--- config.mk ---
export PLATFORM = sky130hd
export DESIGN_NAME = movement_arbiter
export DESIGN_NICKNAME = d
export VERILOG_FILES = /design/src/rtl/movement_arbiter.sv
export SDC_FILE = /design/constraint.sdc
export NUM_CORES = 2
export LEC_CHECK = 0
export ABC_AREA = 0
export CORE_ASPECT_RATIO = 1.75
export CORE_UTILIZATION = 57
export CTS_CLUSTER_DIAMETER = 100
export DETAILED_ROUTE_END_ITERATION = 16
export PLACE_DENSITY = 0.76
export REMOVE_ABC_BUFFERS = 1
export SETUP_SLACK_MARGIN = 0.3
export SLEW_MARGIN = 40
export SYNTH_ARGS = -nofsm -noshare
export SYNTH_HDL_FRONTEND = slang
export SYNTH_SLANG_ARGS = --single-unit
--- constraint.sdc ---
create_clock -name clk -period 3.6 [get_ports clk]
set_input_delay 0.72 -clock clk [delete_from_list [all_inputs] [get_ports clk]]
set_output_delay 0.72 -clock clk [all_outputs]
set_load 0.005 [all_outputs]
--- src/rtl/movement_arbiter.sv ---
// movement_arbiter: collision arbiter downstream of the falling-piece register.
// Checks the four proposed block coordinates against walls, floor and the
// locked-cell playfield, then answers commit / decline / steal. On steal the
// last committed piece is written into the playfield. Provides a registered
// colour read port for video.
// Optional feature macro: LINE_CLEAR_EN (full-row removal after each lock).
// Ports:
//   clk, reset (sync, active-low)
//   movement_request/intent, blk_color, P1..P4 blk_v/blk_h : proposed move
//   movement_commit (pulse), movement_declined, movement_steal : handshake
//   rd_v, rd_h -> rd_color (1-cycle latency) : video read port
//   game_over (sticky), lines_cleared (saturating count)
module movement_arbiter #(
   parameter int unsigned V_LO = 1,
   parameter int unsigned V_HI = 10,
   parameter int unsigned H_HI = 20
) (
   input  logic       clk,
   input  logic       reset,
   input  logic       movement_request,
   input  logic       movement_intent,
   input  logic [2:0] blk_color,
   input  logic [4:0] P1blk_v,
   input  logic [4:0] P2blk_v,
   input  logic [4:0] P3blk_v,
   input  logic [4:0] P4blk_v,
   input  logic [4:0] P1blk_h,
   input  logic [4:0] P2blk_h,
   input  logic [4:0] P3blk_h,
   input  logic [4:0] P4blk_h,
   output logic       movement_commit,
   output logic       movement_declined,
   output logic       movement_steal,
   input  logic [4:0] rd_v,
   input  logic [4:0] rd_h,
   output logic [2:0] rd_color,
   output logic       game_over,
   output logic [7:0] lines_cleared
);
   localparam int unsigned NCOL = V_HI - V_LO + 1;
   localparam int unsigned NROW = H_HI + 1;
   localparam int unsigned CW   = $clog2(NCOL);
   localparam int unsigned RW   = $clog2(NROW);

   localparam logic [2:0] S_IDLE    = 3'd0;
   localparam logic [2:0] S_CHECK   = 3'd1;
   localparam logic [2:0] S_WAITLOW = 3'd2;
   localparam logic [2:0] S_DECL    = 3'd3;
   localparam logic [2:0] S_LOCK    = 3'd4;
   localparam logic [2:0] S_SDROP   = 3'd5;
   localparam logic [2:0] S_HALT    = 3'd6;
`ifdef LINE_CLEAR_EN
   localparam logic [2:0] S_CLEAR   = 3'd7;
`endif

   logic [2:0] field_q [0:NROW-1][0:NCOL-1];

   logic [2:0] state_q, state_d;
   logic [1:0] cnt_q, cnt_d;
   logic       hit_q, hit_d;
   logic       lat_intent_q, lat_intent_d;
   logic [2:0] lat_color_q, lat_color_d;
   logic [4:0] lat_v_q [4];
   logic [4:0] lat_v_d [4];
   logic [4:0] lat_h_q [4];
   logic [4:0] lat_h_d [4];
   logic [2:0] kept_color_q, kept_color_d;
   logic [4:0] kept_v_q [4];
   logic [4:0] kept_v_d [4];
   logic [4:0] kept_h_q [4];
   logic [4:0] kept_h_d [4];
   logic       kept_ok_q, kept_ok_d;
   logic       commit_q, commit_d;
   logic       declined_q, declined_d;
   logic       steal_q, steal_d;
   logic       game_over_q, game_over_d;
   logic [2:0] rd_color_q, rd_color_d;

   logic [4:0]    cur_v, cur_h, lock_v, lock_h;
   logic          cur_hit_c, lock_in_range;
   logic [CW-1:0] lock_col;
   logic          lock_we_c;
`ifdef LINE_CLEAR_EN
   logic [RW-1:0] row_q, row_d;
   logic [7:0]    lines_q, lines_d;
   logic          row_full_c, shift_c;
`endif

   // Collision test for the block selected by the check counter
   always_comb begin
      cur_v     = lat_v_q[cnt_q];
      cur_h     = lat_h_q[cnt_q];
      cur_hit_c = 1'b1;
      if (cur_v >= 5'(V_LO) && cur_v <= 5'(V_HI) && cur_h <= 5'(H_HI))
         cur_hit_c = (field_q[RW'(cur_h)][CW'(cur_v - 5'(V_LO))] != 3'd0);
   end

   // Target cell of the kept block being locked this cycle
   always_comb begin
      lock_v        = kept_v_q[cnt_q];
      lock_h        = kept_h_q[cnt_q];
      lock_col      = CW'(lock_v - 5'(V_LO));
      lock_in_range = (lock_v >= 5'(V_LO) && lock_v <= 5'(V_HI) && lock_h <= 5'(H_HI));
   end

   // Video read port; out-of-range addresses read as empty
   always_comb begin
      rd_color_d = 3'd0;
      if (rd_v >= 5'(V_LO) && rd_v <= 5'(V_HI) && rd_h <= 5'(H_HI))
         rd_color_d = field_q[RW'(rd_h)][CW'(rd_v - 5'(V_LO))];
   end

`ifdef LINE_CLEAR_EN
   always_comb begin
      row_full_c = 1'b1;
      for (int c = 0; c < NCOL; c++)
         if (field_q[row_q][c] == 3'd0) row_full_c = 1'b0;
   end
`endif

   // Next-state and output logic
   always_comb begin
      state_d      = state_q;
      cnt_d        = cnt_q;
      hit_d        = hit_q;
      lat_intent_d = lat_intent_q;
      lat_color_d  = lat_color_q;
      lat_v_d      = lat_v_q;
      lat_h_d      = lat_h_q;
      kept_color_d = kept_color_q;
      kept_v_d     = kept_v_q;
      kept_h_d     = kept_h_q;
      kept_ok_d    = kept_ok_q;
      commit_d     = 1'b0;
      declined_d   = declined_q;
      steal_d      = steal_q;
      game_over_d  = game_over_q;
      lock_we_c    = 1'b0;
`ifdef LINE_CLEAR_EN
      row_d        = row_q;
      lines_d      = lines_q;
      shift_c      = 1'b0;
`endif
      case (state_q)
         S_IDLE: begin
            declined_d = 1'b0;
            steal_d    = 1'b0;
            if (movement_request && !game_over_q) begin
               lat_intent_d = movement_intent;
               lat_color_d  = blk_color;
               lat_v_d[0] = P1blk_v; lat_v_d[1] = P2blk_v;
               lat_v_d[2] = P3blk_v; lat_v_d[3] = P4blk_v;
               lat_h_d[0] = P1blk_h; lat_h_d[1] = P2blk_h;
               lat_h_d[2] = P3blk_h; lat_h_d[3] = P4blk_h;
               cnt_d   = 2'd0;
               hit_d   = 1'b0;
               state_d = S_CHECK;
            end
         end
         S_CHECK: begin
            hit_d = hit_q | cur_hit_c;
            cnt_d = cnt_q + 2'd1;
            if (cnt_q == 2'd3) begin
               if (!(hit_q | cur_hit_c)) begin
                  commit_d     = 1'b1;
                  kept_color_d = lat_color_q;
                  kept_v_d     = lat_v_q;
                  kept_h_d     = lat_h_q;
                  kept_ok_d    = 1'b1;
                  state_d      = S_WAITLOW;
               end else if (lat_intent_q) begin
                  declined_d = 1'b1;
                  state_d    = S_DECL;
               end else if (kept_ok_q) begin
                  steal_d = 1'b1;
                  state_d = S_LOCK;
               end else begin
                  game_over_d = 1'b1;
                  state_d     = S_HALT;
               end
            end
         end
         S_WAITLOW: begin
            if (!movement_request) state_d = S_IDLE;
         end
         S_DECL: begin
            if (!movement_request) begin
               declined_d = 1'b0;
               state_d    = S_IDLE;
            end
         end
         S_LOCK: begin
            lock_we_c = lock_in_range;
            cnt_d     = cnt_q + 2'd1;
            if (cnt_q == 2'd3) begin
               kept_ok_d = 1'b0;
`ifdef LINE_CLEAR_EN
               row_d   = RW'(H_HI);
               state_d = S_CLEAR;
`else
               state_d = S_SDROP;
`endif
            end
         end
`ifdef LINE_CLEAR_EN
         // Full row collapses the field above it; the same row is rescanned
         S_CLEAR: begin
            if (row_full_c) begin
               shift_c = 1'b1;
               if (lines_q != 8'hFF) lines_d = lines_q + 8'd1;
            end else if (row_q == '0) begin
               state_d = S_SDROP;
            end else begin
               row_d = row_q - RW'(1);
            end
         end
`endif
         S_SDROP: begin
            if (!movement_request) begin
               steal_d = 1'b0;
               state_d = S_IDLE;
            end
         end
         S_HALT: begin
            declined_d = 1'b0;
            steal_d    = 1'b0;
         end
         default: state_d = S_IDLE;
      endcase
   end

   // State and control registers
   always_ff @(posedge clk) begin
      if (!reset) begin
         state_q      <= S_IDLE;
         cnt_q        <= 2'd0;
         hit_q        <= 1'b0;
         lat_intent_q <= 1'b0;
         lat_color_q  <= 3'd0;
         kept_color_q <= 3'd0;
         kept_ok_q    <= 1'b0;
         for (int i = 0; i < 4; i++) begin
            lat_v_q[i]  <= 5'd0;
            lat_h_q[i]  <= 5'd0;
            kept_v_q[i] <= 5'd0;
            kept_h_q[i] <= 5'd0;
         end
         commit_q     <= 1'b0;
         declined_q   <= 1'b0;
         steal_q      <= 1'b0;
         game_over_q  <= 1'b0;
         rd_color_q   <= 3'd0;
`ifdef LINE_CLEAR_EN
         row_q        <= '0;
         lines_q      <= 8'd0;
`endif
      end else begin
         state_q      <= state_d;
         cnt_q        <= cnt_d;
         hit_q        <= hit_d;
         lat_intent_q <= lat_intent_d;
         lat_color_q  <= lat_color_d;
         lat_v_q      <= lat_v_d;
         lat_h_q      <= lat_h_d;
         kept_color_q <= kept_color_d;
         kept_v_q     <= kept_v_d;
         kept_h_q     <= kept_h_d;
         kept_ok_q    <= kept_ok_d;
         commit_q     <= commit_d;
         declined_q   <= declined_d;
         steal_q      <= steal_d;
         game_over_q  <= game_over_d;
         rd_color_q   <= rd_color_d;
`ifdef LINE_CLEAR_EN
         row_q        <= row_d;
         lines_q      <= lines_d;
`endif
      end
   end

   // Playfield storage: lock writes and row collapse
   always_ff @(posedge clk) begin
      if (!reset) begin
         for (int r = 0; r < NROW; r++)
            for (int c = 0; c < NCOL; c++)
               field_q[r][c] <= 3'd0;
      end else if (lock_we_c) begin
         field_q[RW'(lock_h)][lock_col] <= kept_color_q;
      end
`ifdef LINE_CLEAR_EN
      else if (shift_c) begin
         for (int r = 1; r < NROW; r++)
            if (RW'(r) <= row_q)
               for (int c = 0; c < NCOL; c++)
                  field_q[r][c] <= field_q[r-1][c];
         for (int c = 0; c < NCOL; c++)
            field_q[0][c] <= 3'd0;
      end
`endif
   end

   assign movement_commit   = commit_q;
   assign movement_declined = declined_q;
   assign movement_steal    = steal_q;
   assign game_over         = game_over_q;
   assign rd_color          = rd_color_q;
`ifdef LINE_CLEAR_EN
   assign lines_cleared     = lines_q;
`else
   assign lines_cleared     = 8'd0;
`endif

endmodule
Word level (Yosys, flattened, before mapping)
Memory sizes are Yosys's and may differ from the RTL's.
Index checks and enable logic that the tools add are counted.
{ "totals": {"elab_cells": 161, "ram_bits": 630, "output_inout_bits": 15, "input_bits": 57, "ff_bits": 101, "mem_count": 1} }
{ "mem_list": {"columns": ["name", "words", "width", "rd", "rd_ports_with_merged_regs", "write_ports", "line_no", "text"], "rows": [
  ["field_q", 21, 30, 2, 0, 21, "56", "logic [2:0] field_q [0:NROW-1][0:NCOL-1];"]
]} }
{ "op_classes": {"bitwise_logic": 9, "add_sub_neg": 4, "eq_ne": 18, "reduce_logical": 31, "magnitude_cmp": 14, "mux": 56} }
{ "ops": {"columns": ["cell", "count"], "rows": [
  ["two-way mux 30 bit", 3],
  ["two-way mux 5 bit", 9],
  ["binary-select mux 5 bit (select 2 bit)", 4],
  ["two-way mux 3 bit", 11],
  ["OR reduction 30 bit", 1],
  ["binary-select mux 3 bit (select 4 bit)", 2],
  ["inequality test 2 bit, second input constant", 11],
  ["two-way mux 1 bit", 18],
  ["greater-or-equal comparator 5 x 1 -> 1 bit, second input constant", 3],
  ["greater-or-equal comparator 5 bit, second input constant", 3],
  ["<= comparator 5 x 4 -> 1 bit, second input constant", 3],
  ["<= comparator 5 bit, second input constant", 3],
  ["inverter 4 -> 5 bit", 3],
  ["case mux 3 bit (5 select lines)", 1],
  ["AND reduction 5 bit", 3],
  ["demux 3 bit (select 4 bit)", 1],
  ["subtractor 4 x 1 -> 4 bit, second input constant", 3],
  ["equality test 3 bit, second input constant", 3],
  ["nonzero test 3 bit", 3],
  ["logical AND 1 bit", 8],
  ["AND reduction 2 bit", 4],
  ["equality test 3 x 2 -> 1 bit, second input constant", 2],
  ["case mux 1 bit (3 select lines)", 2],
  ["AND reduction 3 bit", 2],
  ["18 further kinds", 26]
]} }

Longest topological paths before layout
{ "depth": {"word_depth": 15, "ltp_mapped": 18} }

Worst setup path before layout
OpenSTA, ideal clock, no wires.
{ "synth_path": {"kind": "in2reg", "startpoint": "in rd_h[0]", "endpoint": "reg rd_color_q[1] (netlist: rd_color[1])", "n_path_buf": 3, "t_arrival_ns": 3.615, "cell_stages": 10, "slack_ns": -0.132, "setup_time_ns": 0.117, "cell_sequence": "clkbuf_1 > clkbuf_1 > buf_1 > mux4_2 > mux4_2 > o22ai_1 > a21oi_1 > mux4_2 > a22oi_1 > nor2_1"} }
{ "synth_via": {"elab_chain_len": 4} }
{ "synth_rtl": {"columns": ["element", "line_no", "text"], "rows": [
  ["start, declared", "35", "input logic [4:0] rd_h,"],
  ["memory read (21 x 30 bit)", null, null],
  ["binary-select mux 3 bit (select 4 bit)", "110", "rd_color_d = field_q[RW'(rd_h)][CW'(rd_v - 5'(V_LO))];"],
  ["two-way mux 3 bit (implied by the code) (2 in a row)", "110", null],
  ["end signal, assigned", "273", "rd_color_q <= rd_color_d;"],
  ["end, declared", "77", "logic [2:0] rd_color_q, rd_color_d;"]
]} }
Parallel ways exist; a longest one is shown, timed or not. The select of a mux whose other input is x is not followed.
A chain may end at the register's enable or synchronous reset.

Worst setup path after layout
{ "layout_path": {"startpoint": "reg cnt_q[1]", "endpoint": "reg kept_h_q[12] (netlist name)"} }
{ "layout_via": {"elab_chain_len": 14} }
{ "layout_rtl": {"columns": ["element", "line_no", "text"], "rows": [
  ["start, declared", "59", "logic [1:0] cnt_q, cnt_d;"],
  ["start signal, assigned", "259", "cnt_q <= cnt_d;"],
  ["branches (longest 13 deep; another with memory read (21 x 30 bit))", null, null],
  ["AND reduction 3 bit (no source line) *", null, null],
  ["end signal, assigned", "267", "kept_h_q <= kept_h_d;"],
  ["end, declared", "70", "logic [4:0] kept_h_q [4];"]
]} }
Every way passes the cells marked *. The select of a mux whose other input is x is not followed.

==> run metrics <==
Worst path slowest cell o311ai_4; global-route wire length before repair 277000 µm; predominant post-synthesis flop cell edfxtp_1; CTS Root Cell clkbuf_16; final layout net count ~5000; PwrDens 501 mW/mm²; GR Util All Layers 0.427; failing checks negative setup slack; Synth Area in Compound Gates 0.0757; crit start category register; cell taking the most area after synthesis edfxtp_1; DR DRC count 0; Hold Fails Final Rpt 0; switching power between 0.009 and 0.01 W; Slew Viols, Final 0; hpwl dp 133000 µm; Int Pwr 0.0232 W; Routed wire per std cell 32.0 µm; worst hold path startpoint reset; Gate power share 0.215; vias in the first global route 41658; die width 230 µm; Buffers on Ports 63; Hold Path Class input port to register; Detail Route Antenna Nets 0; warning count from the yosys run 0; simple-gate portion of the synthesized area 0.119; initial antenna violation count 35; critical-path cell list buf_4, buf_12, mux4_2, buf_4, nor2b_1, nand2_1, o21bai_1, nand4b_1, o311ai_4, nor4_4, buf_6, o211a_4, nor3_4, buf_6, buf_12, buf_16, mux2i_1; Final period util 1.20; Skew-Pair Late Insertion Delay around 730 ps; share of the synthesized area in the top cell type 0.554; hold buffers post-CTS 0; Worst-path clk slew 60 ps; worst IR drop on VDD 0.599 mV; Post-Route Setup TNS -32480 ps; main combinational cell family by area after synthesis multiplexers; final core occ 0.716; syn avg cell area 12.9 µm²; Placement Rows 146; Achievable Freq 232 MHz; final setup vio count 52; flops & latches, synth 1061; Via density 6.81; routability congestion estimate 1.08; sequential cell area fraction in the yosys report 0.593; drt initial violations 6053; Critical Path Start cnt_q[1]; remaining global-route overflow 0; Synth Area in XOR/XNOR 0.00135; WL final roughly 200000 µm; worst-path maximum fanout 10; largest net degree at the start of global routing 109; Period minus WS final 4320 ps; chip height 402 µm; commonest cells after routing, fill and taps aside edfxtp_1, nor2_1, buf_4, nand2_1, conb_1; # IOs 72; Clk pwr share 0.344; skew final around 32 ps; top post-synthesis cells by area edfxtp_1, mux4_2, nor2_1, mux2i_1, dfxtp_1; max incr delay on CP ~500 ps; CTS tree done; Post-Syn Area 0.0520 mm²; first-pass detailed-route iteration total 9; routed vias 41980; worst rel slew slack 0.339; Crit. End Element register; share of cells above drive strength 1 0.262; status complete, but fails checks; Num CTS Buffers 96; sequential share of power 0.442; Layout area overhead 24.5%; clock tree buffer depth 3; clk sink count 1061; H-tree levels 3; Yosys cell types 75; Post-synth ARST share 0; worst slew pin tran 988 ps; area of the die 0.0926 mm²; sw frac 0.284; most common cell after layout, fill and taps aside edfxtp_1; WS Path Type register to register; final worst slack -717 ps; CP arrival around 5000 ps; Post-Synth Adder-Cell Area 0.00168; Max Cap Viol 0; fillers between 5000 and 6000; CP required 4240 ps; Core Region 0.0904 mm²; LEAKAGE 22.4 nW; post-synthesis mux area share 0.179; initial core utilization 0.575; number of enable flip-flop cells after synthesis 960; Post-Syn Instances ~4000; Reg2Reg Launch Point cnt_q[1]; RSZ-0062 raised after global routing true
[state kept, by name (all words and copies together), names as in the netlist]
register / cells
field_q: 960
kept_h_q: 20
kept_v_q: 20
lat_h_q: 20
lat_v_q: 20
kept_color_q: 3
lat_color_q: 3
rd_color: 3
state_q: 3
cnt_q: 2
game_over: 1
hit_q: 1
kept_ok_q: 1
lat_intent_q: 1
movement_commit: 1
movement_declined: 1
movement_steal: 1
[layer usage]
| metal | GRT usage | share of wire | vias up |
|---|---|---|---|
| met4 | 0.414 | 0.13 | 22 |
| met2 | 0.668 | 0.46 | 3656 |
| met1 | 0.438 | 0.28 | 20063 |
| li1 | - | - | 16885 |
| met5 | 0.00318 | 0.00076 | - |
| met3 | 0.151 | 0.14 | 1354 |
[cell type report]
| cell class | count | area [µm²] | share of cell area |
|---|---|---|---|
| Tap cell | 1184 | 1480 | 0.0229 |
| Sequential cell | 1061 | 30900 | 0.477 |
| Multi-Input combinational cell | 2955 | 21600 | 0.333 |
| Antenna cell | 16 | 40.0 | 0.000618 |
| Clock inverter | 59 | 729 | 0.0113 |
| Timing Repair Buffer | 760 | 7360 | 0.114 |
| Inverter | 13 | 52.6 | 0.000811 |
| Clock buffer | 120 | 2650 | 0.0409 |
[critical path: cells and delay by family (launching register included)]
| family | cells | cell delay [ps] |
|---|---|---|
| buffers and inverters | 7 | 1210 |
| and+or+nand+nor | 5 | 1150 |
| AOI/OAI and AO/OA | 3 | 840 |
| muxes | 2 | 640 |
| DFF | 1 | 360 |
[final timing paths]
check / to / cells after the start / slack [ps]
worst min-delay path: kept_v_q[9] / 3 / 330
worst max register to register: kept_h_q[12] / 17 / -720
worst min register to register: kept_color_q[0] / 2 / 450
worst max-delay path: kept_h_q[12] / 17 / -720
[through the flow]
step           hold slack (ps)  cell area, µm²  total power [W]  worst slack (ps)  instances
2_1_floorplan              432           51700           0.0171             -5090       4029
6_report                   332           64800           0.0324              -717       6168
5_1_grt                    331           64700           0.0330              -701       6158
4_1_cts                    325           64100           0.0318              -525       6133
3_5_place_dp               444           59500           0.0204             -1030       5910
3_3_place_gp               438           59500           0.0203             -1230       5910
[Yosys cell counts (all sizes together), types with 12 or more instances]
cell type / n
nand2: 374
nor4: 51
a21oi: 111
nor3: 100
nand3: 27
nand4: 19
edfxtp: 960
a211o: 12
dfxtp: 101
nor2b: 23
o221ai: 34
o21ai: 230
mux4: 308
nor2: 732
buf: 111
a22oi: 14
clkbuf: 245
or3: 74
inv: 13
o311ai: 76
mux2i: 224
o22ai: 24
a211oi: 33
[cell families after synthesis]
logic type,after synthesis
AND/OR/NAND/NOR,1447
adder cells (fa/ha/maj),7
AO/OA/AOI/OAI,613
buffers and inverters,369
multiplexers,542
other,1
flip-flops,1061
XOR/XNOR,8
[power by group through the flow]
stage | registers, W | logic (W) | clock network [W]
after floorplan | 0.0145 | 0.00267 | 0
after global placement | 0.0145 | 0.00572 | 0
after detailed placement | 0.0146 | 0.00580 | 0
after CTS | 0.0143 | 0.00638 | 0.0111
after global routing | 0.0144 | 0.00704 | 0.0116
final | 0.0143 | 0.00696 | 0.0111
[repair_timing]
item / in CTS / in global routing
setup endpoints to repair: 1091 / 357
gates resized for setup: 147 / 117
setup buffers: 34 / 6
cloned: 10 / 13
pin swaps: 22 / 17
No activity file was read; power rests on OpenSTA's default activity.
